`config.mk`:
```
export PLATFORM = sky130hd
export DESIGN_NAME = text_decryption
export DESIGN_NICKNAME = d
export VERILOG_FILES = /design/src/rtl/des_ui_pkg.sv /design/src/rtl/btn_edge.sv /design/src/rtl/seven_segment.sv /design/src/rtl/text_decryption.sv
export SDC_FILE = /design/constraint.sdc
export NUM_CORES = 1
export LEC_CHECK = 0
export CORE_ASPECT_RATIO = 1.25
export CORE_MARGIN = 3
export CORE_UTILIZATION = 54
export CTS_BUF_LIST = sky130_fd_sc_hd__clkbuf_8
export DETAILED_ROUTE_END_ITERATION = 8
export PLACE_DENSITY = 0.92
export SLEW_MARGIN = 10
export SYNTH_ARGS = -nofsm -noshare
export SYNTH_HDL_FRONTEND = slang
export SYNTH_HIERARCHICAL = 1
export SYNTH_SLANG_ARGS = --single-unit
```
`constraint.sdc`:
```
create_clock -name clk -period 9.4 [get_ports clk]
set_input_delay 1.88 -clock clk [delete_from_list [all_inputs] [get_ports clk]]
set_output_delay 1.88 -clock clk [all_outputs]
set_load 0.1 [all_outputs]
```
`src/rtl/des_ui_pkg.sv`:
```
// Shared definitions for the DES demo board controllers: state codes, chunk
// count and the helpers that map 16-bit switch chunks and display words.
package des_ui_pkg;

    localparam logic [4:0] ST_IDLE       = 5'b00000;
    localparam logic [4:0] ST_IN_KEY     = 5'b00001;
    localparam logic [4:0] ST_IN_CT      = 5'b00010;
    localparam logic [4:0] ST_READY      = 5'b00011;
    localparam logic [4:0] ST_START_CORE = 5'b00100;
    localparam logic [4:0] ST_WAIT_CORE  = 5'b00101;
    localparam logic [4:0] ST_DONE       = 5'b00110;
    localparam logic [4:0] ST_ERROR      = 5'b11111;

    localparam int CHUNKS = 4;

    // Word 0 is the least significant 16 bits, word 3 the most significant.
    function automatic logic [15:0] word_select(input logic [63:0] w, input logic [1:0] sel);
        logic [15:0] r;
        case (sel)
            2'd0:    r = w[15:0];
            2'd1:    r = w[31:16];
            2'd2:    r = w[47:32];
            default: r = w[63:48];
        endcase
        return r;
    endfunction

    // Chunks arrive most significant first: index 0 fills [63:48].
    function automatic logic [63:0] load_chunk(input logic [63:0] w, input logic [1:0] idx,
                                               input logic [15:0] chunk);
        logic [63:0] r;
        r = w;
        case (idx)
            2'd0:    r[63:48] = chunk;
            2'd1:    r[47:32] = chunk;
            2'd2:    r[31:16] = chunk;
            default: r[15:0]  = chunk;
        endcase
        return r;
    endfunction

endpackage

```
`src/rtl/btn_edge.sv`:
```
// Two-flop synchronizer plus falling-edge detector for an active-low button;
// emits a single registered press pulse per 1->0 transition.
module btn_edge (
    input  logic clk,
    input  logic rst,
    input  logic btn_n,
    output logic press
);

    logic sync_1;
    logic sync_2;
    logic prev;

    always_ff @(posedge clk) begin
        if (!rst) begin
            sync_1 <= 1'b1;
            sync_2 <= 1'b1;
            prev   <= 1'b1;
            press  <= 1'b0;
        end else begin
            sync_1 <= btn_n;
            sync_2 <= sync_1;
            prev   <= sync_2;
            press  <= prev & ~sync_2;
        end
    end

endmodule

```
`src/rtl/seven_segment.sv`:
```
// Hex nibble to seven-segment decoder, active-low segments ordered {g,f,e,d,c,b,a}.
module seven_segment (
    input  logic [3:0] nibble,
    output logic [6:0] seg
);

    always_comb begin
        seg = 7'h7F;
        case (nibble)
            4'h0: seg = 7'h40;
            4'h1: seg = 7'h79;
            4'h2: seg = 7'h24;
            4'h3: seg = 7'h30;
            4'h4: seg = 7'h19;
            4'h5: seg = 7'h12;
            4'h6: seg = 7'h02;
            4'h7: seg = 7'h78;
            4'h8: seg = 7'h00;
            4'h9: seg = 7'h10;
            4'hA: seg = 7'h08;
            4'hB: seg = 7'h03;
            4'hC: seg = 7'h46;
            4'hD: seg = 7'h21;
            4'hE: seg = 7'h06;
            default: seg = 7'h0E;
        endcase
    end

endmodule

```
`src/rtl/text_decryption.sv`:
```
// Decrypt-side board controller: collects key and ciphertext from switches,
// runs an external DES core in decrypt mode and displays any 16-bit word.
module text_decryption
    import des_ui_pkg::*;
#(
    parameter int TIMEOUT = 255
) (
    input  logic        clk,
    input  logic        rst,
    input  logic        send_data,
    input  logic [15:0] user_input,
    input  logic        decr_go,
    input  logic [1:0]  select_disp,
    output logic        core_start,
    output logic        core_decrypt,
    output logic [63:0] core_key,
    output logic [63:0] core_din,
    input  logic        core_done,
    input  logic [63:0] core_dout,
    output logic [63:0] msg,
    output logic        busy,
    output logic        error,
    output logic [6:0]  seg7_most,
    output logic [6:0]  seg7_most_2,
    output logic [6:0]  seg7_least_2,
    output logic [6:0]  seg7_least,
    output logic [4:0]  dbg_state
);

    localparam int TW = $clog2(TIMEOUT + 1);

    logic [4:0]    state;
    logic [2:0]    chunk_cnt;
    logic [TW-1:0] tcnt;
    logic          press;
    logic [63:0]   disp_src;
    logic [15:0]   disp_word;

    btn_edge u_btn (
        .clk   (clk),
        .rst   (rst),
        .btn_n (send_data),
        .press (press)
    );

    assign core_decrypt = 1'b1;
    assign dbg_state    = state;

    always_ff @(posedge clk) begin
        if (!rst) begin
            state      <= ST_IDLE;
            core_key   <= '0;
            core_din   <= '0;
            msg        <= '0;
            chunk_cnt  <= '0;
            tcnt       <= '0;
            core_start <= 1'b0;
            busy       <= 1'b0;
            error      <= 1'b0;
        end else begin
            core_start <= 1'b0;
            case (state)
                ST_IDLE: state <= ST_IN_KEY;
                ST_IN_KEY: begin
                    if (press) begin
                        core_key <= load_chunk(core_key, chunk_cnt[1:0], user_input);
                        if (chunk_cnt == 3'(CHUNKS - 1)) begin
                            chunk_cnt <= '0;
                            state     <= ST_IN_CT;
                        end else begin
                            chunk_cnt <= chunk_cnt + 3'd1;
                        end
                    end
                end
                ST_IN_CT: begin
                    if (press) begin
                        core_din <= load_chunk(core_din, chunk_cnt[1:0], user_input);
                        if (chunk_cnt == 3'(CHUNKS - 1)) begin
                            chunk_cnt <= '0;
                            state     <= ST_READY;
                        end else begin
                            chunk_cnt <= chunk_cnt + 3'd1;
                        end
                    end
                end
                ST_READY: begin
                    if (decr_go) begin
                        core_start <= 1'b1;
                        busy       <= 1'b1;
                        state      <= ST_START_CORE;
                    end
                end
                ST_START_CORE: begin
                    tcnt  <= '0;
                    state <= ST_WAIT_CORE;
                end
                ST_WAIT_CORE: begin
                    // A done arriving on the final timeout cycle still counts.
                    if (core_done) begin
                        msg   <= core_dout;
                        busy  <= 1'b0;
                        state <= ST_DONE;
                    end else if (tcnt == TW'(TIMEOUT - 1)) begin
                        busy  <= 1'b0;
                        error <= 1'b1;
                        state <= ST_ERROR;
                    end else begin
                        tcnt <= tcnt + 1'b1;
                    end
                end
                ST_DONE: begin
                    if (press) begin
                        chunk_cnt <= '0;
                        state     <= ST_IN_KEY;
                    end
                end
                ST_ERROR: error <= 1'b1;
                default: begin
                    busy  <= 1'b0;
                    error <= 1'b1;
                    state <= ST_ERROR;
                end
            endcase
        end
    end

    always_comb begin
        disp_src = '0;
        case (state)
            ST_IN_KEY:                   disp_src = core_key;
            ST_IN_CT, ST_READY:          disp_src = core_din;
            ST_START_CORE, ST_WAIT_CORE,
            ST_DONE, ST_ERROR:           disp_src = msg;
            default:                     disp_src = '0;
        endcase
    end

    assign disp_word = word_select(disp_src, select_disp);

    seven_segment u_seg3 (.nibble(disp_word[15:12]), .seg(seg7_most));
    seven_segment u_seg2 (.nibble(disp_word[11:8]),  .seg(seg7_most_2));
    seven_segment u_seg1 (.nibble(disp_word[7:4]),   .seg(seg7_least_2));
    seven_segment u_seg0 (.nibble(disp_word[3:0]),   .seg(seg7_least));

endmodule

```
# [Word level (Yosys, flattened, before mapping)]
# Memories as Yosys holds them, arrays and structs flattened.
# Cells that the tools add are included.
[totals] regBits=215 romBits=448 out_inout_bits=229 wordCells=107 n_memories=4
[memory_table] name="(no name shown)" words=16 width=7 rd=1 rd_clocked_by_memory_dff=0 wr=0 line_no="seven_segment.sv:9" rtl="case (nibble)"
[memory_table] name="(no name shown)" words=16 width=7 rd=1 rd_clocked_by_memory_dff=0 wr=0 line_no="seven_segment.sv:9"
[memory_table] name="(no name shown)" words=16 width=7 rd=1 rd_clocked_by_memory_dff=0 wr=0 line_no="seven_segment.sv:9"
[memory_table] name="(no name shown)" words=16 width=7 rd=1 rd_clocked_by_memory_dff=0 wr=0 line_no="seven_segment.sv:9"
[classes] n_addsub=2 n_eq_ne=24 n_mux=26 bitwise=6 reduce_logical=26
[op_table] cell="$pmux W64 S3" count=1
[op_table] cell="$pmux W16 S3" count=1
[op_table] cell="$mux W5" count=8
[op_table] cell="$pmux W5 S8" count=1
[op_table] cell="$reduce_and A3 Y1" count=12
[op_table] cell="$mux W8" count=2
[op_table] cell="$pmux W8 S2" count=1
[op_table] cell="$eq A5 B3 Y1 const B" count=3
[op_table] cell="$ne A2 B2 Y1 const B" count=6
[op_table] cell="$reduce_or A6 Y1" count=2
[op_table] cell="$eq A5 B2 Y1 const B" count=2
[op_table] cell="$mux W3" count=3
[op_table] cell="$add A8 B1 Y8 const B" count=1
[op_table] cell="$eq A8 B8 Y1 const B" count=1
[op_table] cell="$ne A2 B1 Y1 const B" count=4
[op_table] cell="$reduce_and A8 Y1" count=1
[op_table] cell="$mux W1" count=6
[op_table] cell="$pmux W3 S2" count=1
[op_table] cell="$eq A5 B1 Y1 const B" count=1
[op_table] cell="$eq A5 B5 Y1 const B" count=1
[op_table] cell="$logic_not A5 Y1" count=1
[op_table] cell="$not A1 Y1" count=5
[op_table] cell="$eq A2 B1 Y1 const B" count=2
[op_table] cell="$eq A2 B2 Y1 const B" count=2
[op_table] cell="12 further kinds" count=16

# [Longest topological paths before layout]
# An unclocked memory read counts as a cell.
[logic_depth] ltp_word=5 depth_mapped=14 ltp_nobuf=10

# [By module]
# Netlist, hierarchy kept.
[by_module_without_submodules] mod="text_decryption" n_inst=1 cells_each=1226 area_per_inst_um2=10029.6 seq_area_each_um2=4204.0
[by_module_without_submodules] mod="seven_segment" n_inst=4 cells_each=32 area_per_inst_um2=275.3 seq_area_each_um2=0.0
[by_module_without_submodules] mod="btn_edge" n_inst=1 cells_each=8 area_per_inst_um2=107.6 seq_area_each_um2=80.1

# [Worst setup path before layout]
# OpenSTA, ideal clock, no wires.
[synth_path] path_kind="input to output" start="input port select_disp[1]" end="output port seg7_least_2[0]" arrival_ns=5.844 slack_ns=1.676 path_stages=10 path_cell_list="buf_2 > inv_1 > nor2_1 > clkbuf_1 > o2bb2ai_1 > a22oi_1 > o31ai_1 > ha_1 > mux2i_1 > o21ai_0"
[synth_between] elab_chain_cells=3 word_cells_on_any_way=5
[synth_lines] element="start: declaration" line_no="text_decryption.sv:13" rtl="input logic [1:0] select_disp,"
[synth_lines] element="$eq A2 B2 Y1 (tied with other cells)" line_no="des_ui_pkg.sv:19" rtl="case (sel)"
[synth_lines] element="$pmux W16 S3 (*)" line_no="des_ui_pkg.sv:19"
[synth_lines] element="named net disp_word[4]" line_no="text_decryption.sv:37" rtl="logic [15:0] disp_word;"
[synth_lines] element="$mem_v2 Z16 W7 (*)"
[synth_lines] element="end: declaration" line_no="text_decryption.sv:25" rtl="output logic [6:0] seg7_least_2,"
# The timed path passes the listed nets; every way through them passes the cells marked *.

# [Final worst setup path]
[layout_path] start="input port select_disp[0]" end="output port seg7_most[3]"
[layout_between] elab_chain_cells=3 word_cells_on_any_way=5
[layout_lines] element="$eq A2 B2 Y1 (tied with other cells)" line_no="des_ui_pkg.sv:19"
[layout_lines] element="$pmux W16 S3 (*)" line_no="des_ui_pkg.sv:19"
[layout_lines] element="named net disp_word[12]" line_no="text_decryption.sv:37"
[layout_lines] element="$mem_v2 Z16 W7 (*)"
[layout_lines] element="end: declaration" line_no="text_decryption.sv:23" rtl="output logic [6:0] seg7_most,"
# Marks and branches as above.

==> run_results.csv <==
group,metric,value,unit
cts,cts_inserted_buffers,36,
floorplan,coreArea,0.0203,mm^2
cts,tritoncts,"done",
critical_path,required,7.52,ns
cells_and_area,nNetsFinal,1718,
cts,clock-sinks,214,
grt,grt_pass1_vias,11200,
power_and_ir_drop,p_seq_frac,0.330,
cells_and_area,num_antenna_cells,0,
drt,drt_iter0_markers,1453,
logic_synthesis,yosys_warnings,6,
cts,cts_hold_buffers,0,
logic_synthesis,synthFlopType,"dfxtp_1",
power_and_ir_drop,powerDensity,193,mW/mm^2
cts,cts_resized,0,
power_and_ir_drop,p_switching,1.20,mW
critical_path,cp-start-kind,"input port",
critical_path,critical_path_class,"in2out",
cts,clkTransAtPathRegs,0.06,ns
cts,clockRootBuffer,"clkbuf_8",
logic_synthesis,synth_cells,1362,
timing,worst_slew_pin_slew,1.27,ns
drt,vias,11600,
critical_path,path_max_fanout,17,
logic_synthesis,synth_top_area_cell,"dfxtp_1",
timing,setup_viol,0,
critical_path,r2r_slack,5.92,ns
grt,grt_overflow,0,
logic_synthesis,avgSynthCellArea,8.25,um^2
cells_and_area,synthToLayoutAreaGrowth,33.2,%
cts,clk_path_buf_depth,3,
critical_path,cp_data_arrival_time,6.25,ns
timing,clock-skew-final,0.0268,ns
floorplan,io_pins,316,
drt,postRouteAntennaNets,0,
power_and_ir_drop,leakage,5.13,nW
cells_and_area,drive_gt1_frac,0.0772,
cts,postCtsSetupBuffers,0,
grt,grt_usage,0.358,
timing,finalHoldViolCount,0,
drt,drc_errors,0,
timing,slew_violations,0,
power_and_ir_drop,p_total,2.89,mW
run,maxCapViolations,0,
timing,rsz0062_at_grt,"no",
hold_path,hp-class,"reg2reg",
critical_path,cp-end-kind,"output pin",
grt,grt_pass1_wl,63700,um
timing,fmax,123,MHz
logic_synthesis,syn_nets,1484,
grt,grt_antenna_before_repair,0,
power_and_ir_drop,intPower,1.69,mW
cts,cts_max_level,2,
logic_synthesis,synth_cell_types,65,
power_and_ir_drop,swShare,0.414,
floorplan,die_area,0.0226,mm^2
placement,io_buffers,314,
cts,clkLatencyLatePin,0.55,ns
power_and_ir_drop,ir_worst_vdd,0.204,mV
drt,dr.pass1.iters,6,
grt,grt_max_degree,111,
timing,period_minus_slack,8.13,ns
logic_synthesis,synth_top_area_share,0.381,
timing,maxSlewHeadroom,0.145,
floorplan,die_h,167,um
logic_synthesis,yosys_register_bits,214,
logic_synthesis,async_flop_share,0,
drt,wl_per_cell,22.5,um
placement,pre_cts_ws,1.41,ns
power_and_ir_drop,power.share.clock,0.294,
logic_synthesis,synth_area,0.0112,mm^2
power_and_ir_drop,p_comb_frac,0.376,
timing,setup_slack,1.27,ns
logic_synthesis,synth-edff-count,0,
logic_synthesis,yosysSeqAreaShare,0.381,
logic_synthesis,synth_area_leaders,"dfxtp_1 38%, nand2_1 13%, a21boi_0 11%",
drt,routed_via_density,6.12,
cells_and_area,fill_cells,1512,
floorplan,start_util,0.553,
placement,place_hpwl,30400,um
floorplan,die-width,135,um
timing,setup_tns,0,ns
floorplan,placementRows,58,
status,status,"finished clean",
placement,place_congestion,0.964,
drt,totalWireLength,42500,um
timing,finalCritPeriodShare,0.865,
-- sequential cells by signal (all words and copies together), names as in the netlist, 3 cells and up --
register   cells
chunk_cnt      3
core_din      64
core_key      64
dbg_state      4
msg           64
tcnt           8
-- through the flow --
step / cell area, um^2 / hold slack [ns] / util / cells
final: 15000 / 0.422 / 0.737 / 1890
after global routing: 15000 / 0.451 / 0.737 / 1890
after CTS: 15000 / 0.421 / 0.737 / 1890
after detailed placement: 14200 / 0.407 / 0.701 / 1828
after global placement: 14200 / 0.393 / 0.701 / 1828
after floorplan: 11200 / 0.386 / - / 1362
-- critical path, stage by stage --
cell,delay (ns)
clkdlybuf4s50_1,0.92
nand2_1,0.78
a221o_1,0.21
a21oi_1,0.05
a311oi_1,0.95
inv_1,0.27
ha_1,0.39
inv_1,0.06
mux4_1,0.53
buf_12,0.19
-- placed cells by master, fill, tap and decap left out, types with 6 or more instances in the layout --
master	netlist	final
ha_1	35	35
clkdlybuf4s50_1	0	285
nor2b_1	7	7
a221o_1	26	26
a22oi_1	19	19
a221oi_1	30	30
nand2_1	379	378
mux2i_1	27	27
inv_1	20	29
buf_4	15	29
o21ai_0	15	15
a21boi_1	33	33
nand3_1	53	53
buf_12	0	15
a21boi_0	162	162
dfxtp_1	214	214
xnor2_1	7	7
or4_1	8	8
and3_1	7	6
o2bb2ai_1	8	8
nand2b_1	11	11
nor2_1	37	37
o31ai_1	9	9
o22ai_1	6	6
a21oi_1	30	30
a22o_1	12	12
clkbuf_8	0	48
-- power groups by stage --
stage	combinational, mW	clock (mW)	sequential, mW
3_5_place_dp	1.07	0	0.971
3_3_place_gp	1.05	0	0.970
6_report	1.09	0.847	0.952
5_1_grt	1.12	0.888	0.954
4_1_cts	1.07	0.848	0.951
2_1_floorplan	0.694	0	1.07
-- logic make-up after synthesis --
kind of cell	synth area share
other	0.000334
buffers and inverters	0.0704
AOI/OAI and AO/OA	0.262
and+or+nand+nor	0.204
xor gates and xnor gates	0.00546
DFF	0.381
adders and majority gates	0.0390
muxes	0.0374
-- area by class of cell --
class / count / area (um^2) / area share
multi-input combinational: 995 / 6180 / 0.413
clock buffer: 48 / 661 / 0.0441
clock inverter: 14 / 65.1 / 0.00434
sequential: 214 / 4280 / 0.286
tap: 270 / 338 / 0.0226
timing repair buffer: 329 / 3370 / 0.225
inverter: 20 / 75.1 / 0.00501
-- worst paths after layout --
kind	cells after the start	startpoint	endpoint
setup reg to reg	7	dbg_state[0]$_SDFFE_PN0P_	core_key[30]$_SDFFE_PN0P_
hold reg to reg	1	u_btn/sync_1$_SDFF_PN1_	u_btn/sync_2$_SDFF_PN1_
hold / removal	1	u_btn/sync_1$_SDFF_PN1_	u_btn/sync_2$_SDFF_PN1_
setup / recovery	10	select_disp[0]	seg7_most[3]
-- routing by layer --
metal | part of all wire | GRT usage
met2 | 0.47 | 0.590
met1 | 0.35 | 0.408
met3 | 0.11 | 0.101
met4 | 0.071 | 0.217
met5 | 0 | 0
-- synth_stat cells, drive strengths merged (2+ instances only) --
library cell,count
nand2,379
dfxtp,214
a21boi,196
buf,79
nand3,57
clkbuf,54
nor2,39
ha,35
a21oi,30
a221oi,30
mux2i,27
a221o,26
inv,20
a22oi,19
o21ai,16
a22o,12
nand2b,11
o31ai,9
o2bb2ai,8
or4,8
and3,7
nor2b,7
xnor2,7
o22ai,6
a32o,5
and2b,5
nor3,5
or3b,5
a211oi,4
a21o,4
a311oi,4
mux2,4
mux4,4
and2,3
a2111oi,2
nor3b,2
o211a,2
o21a,2
o221ai,2
or2,2
No activity file was read; power rests on OpenSTA's default activity.
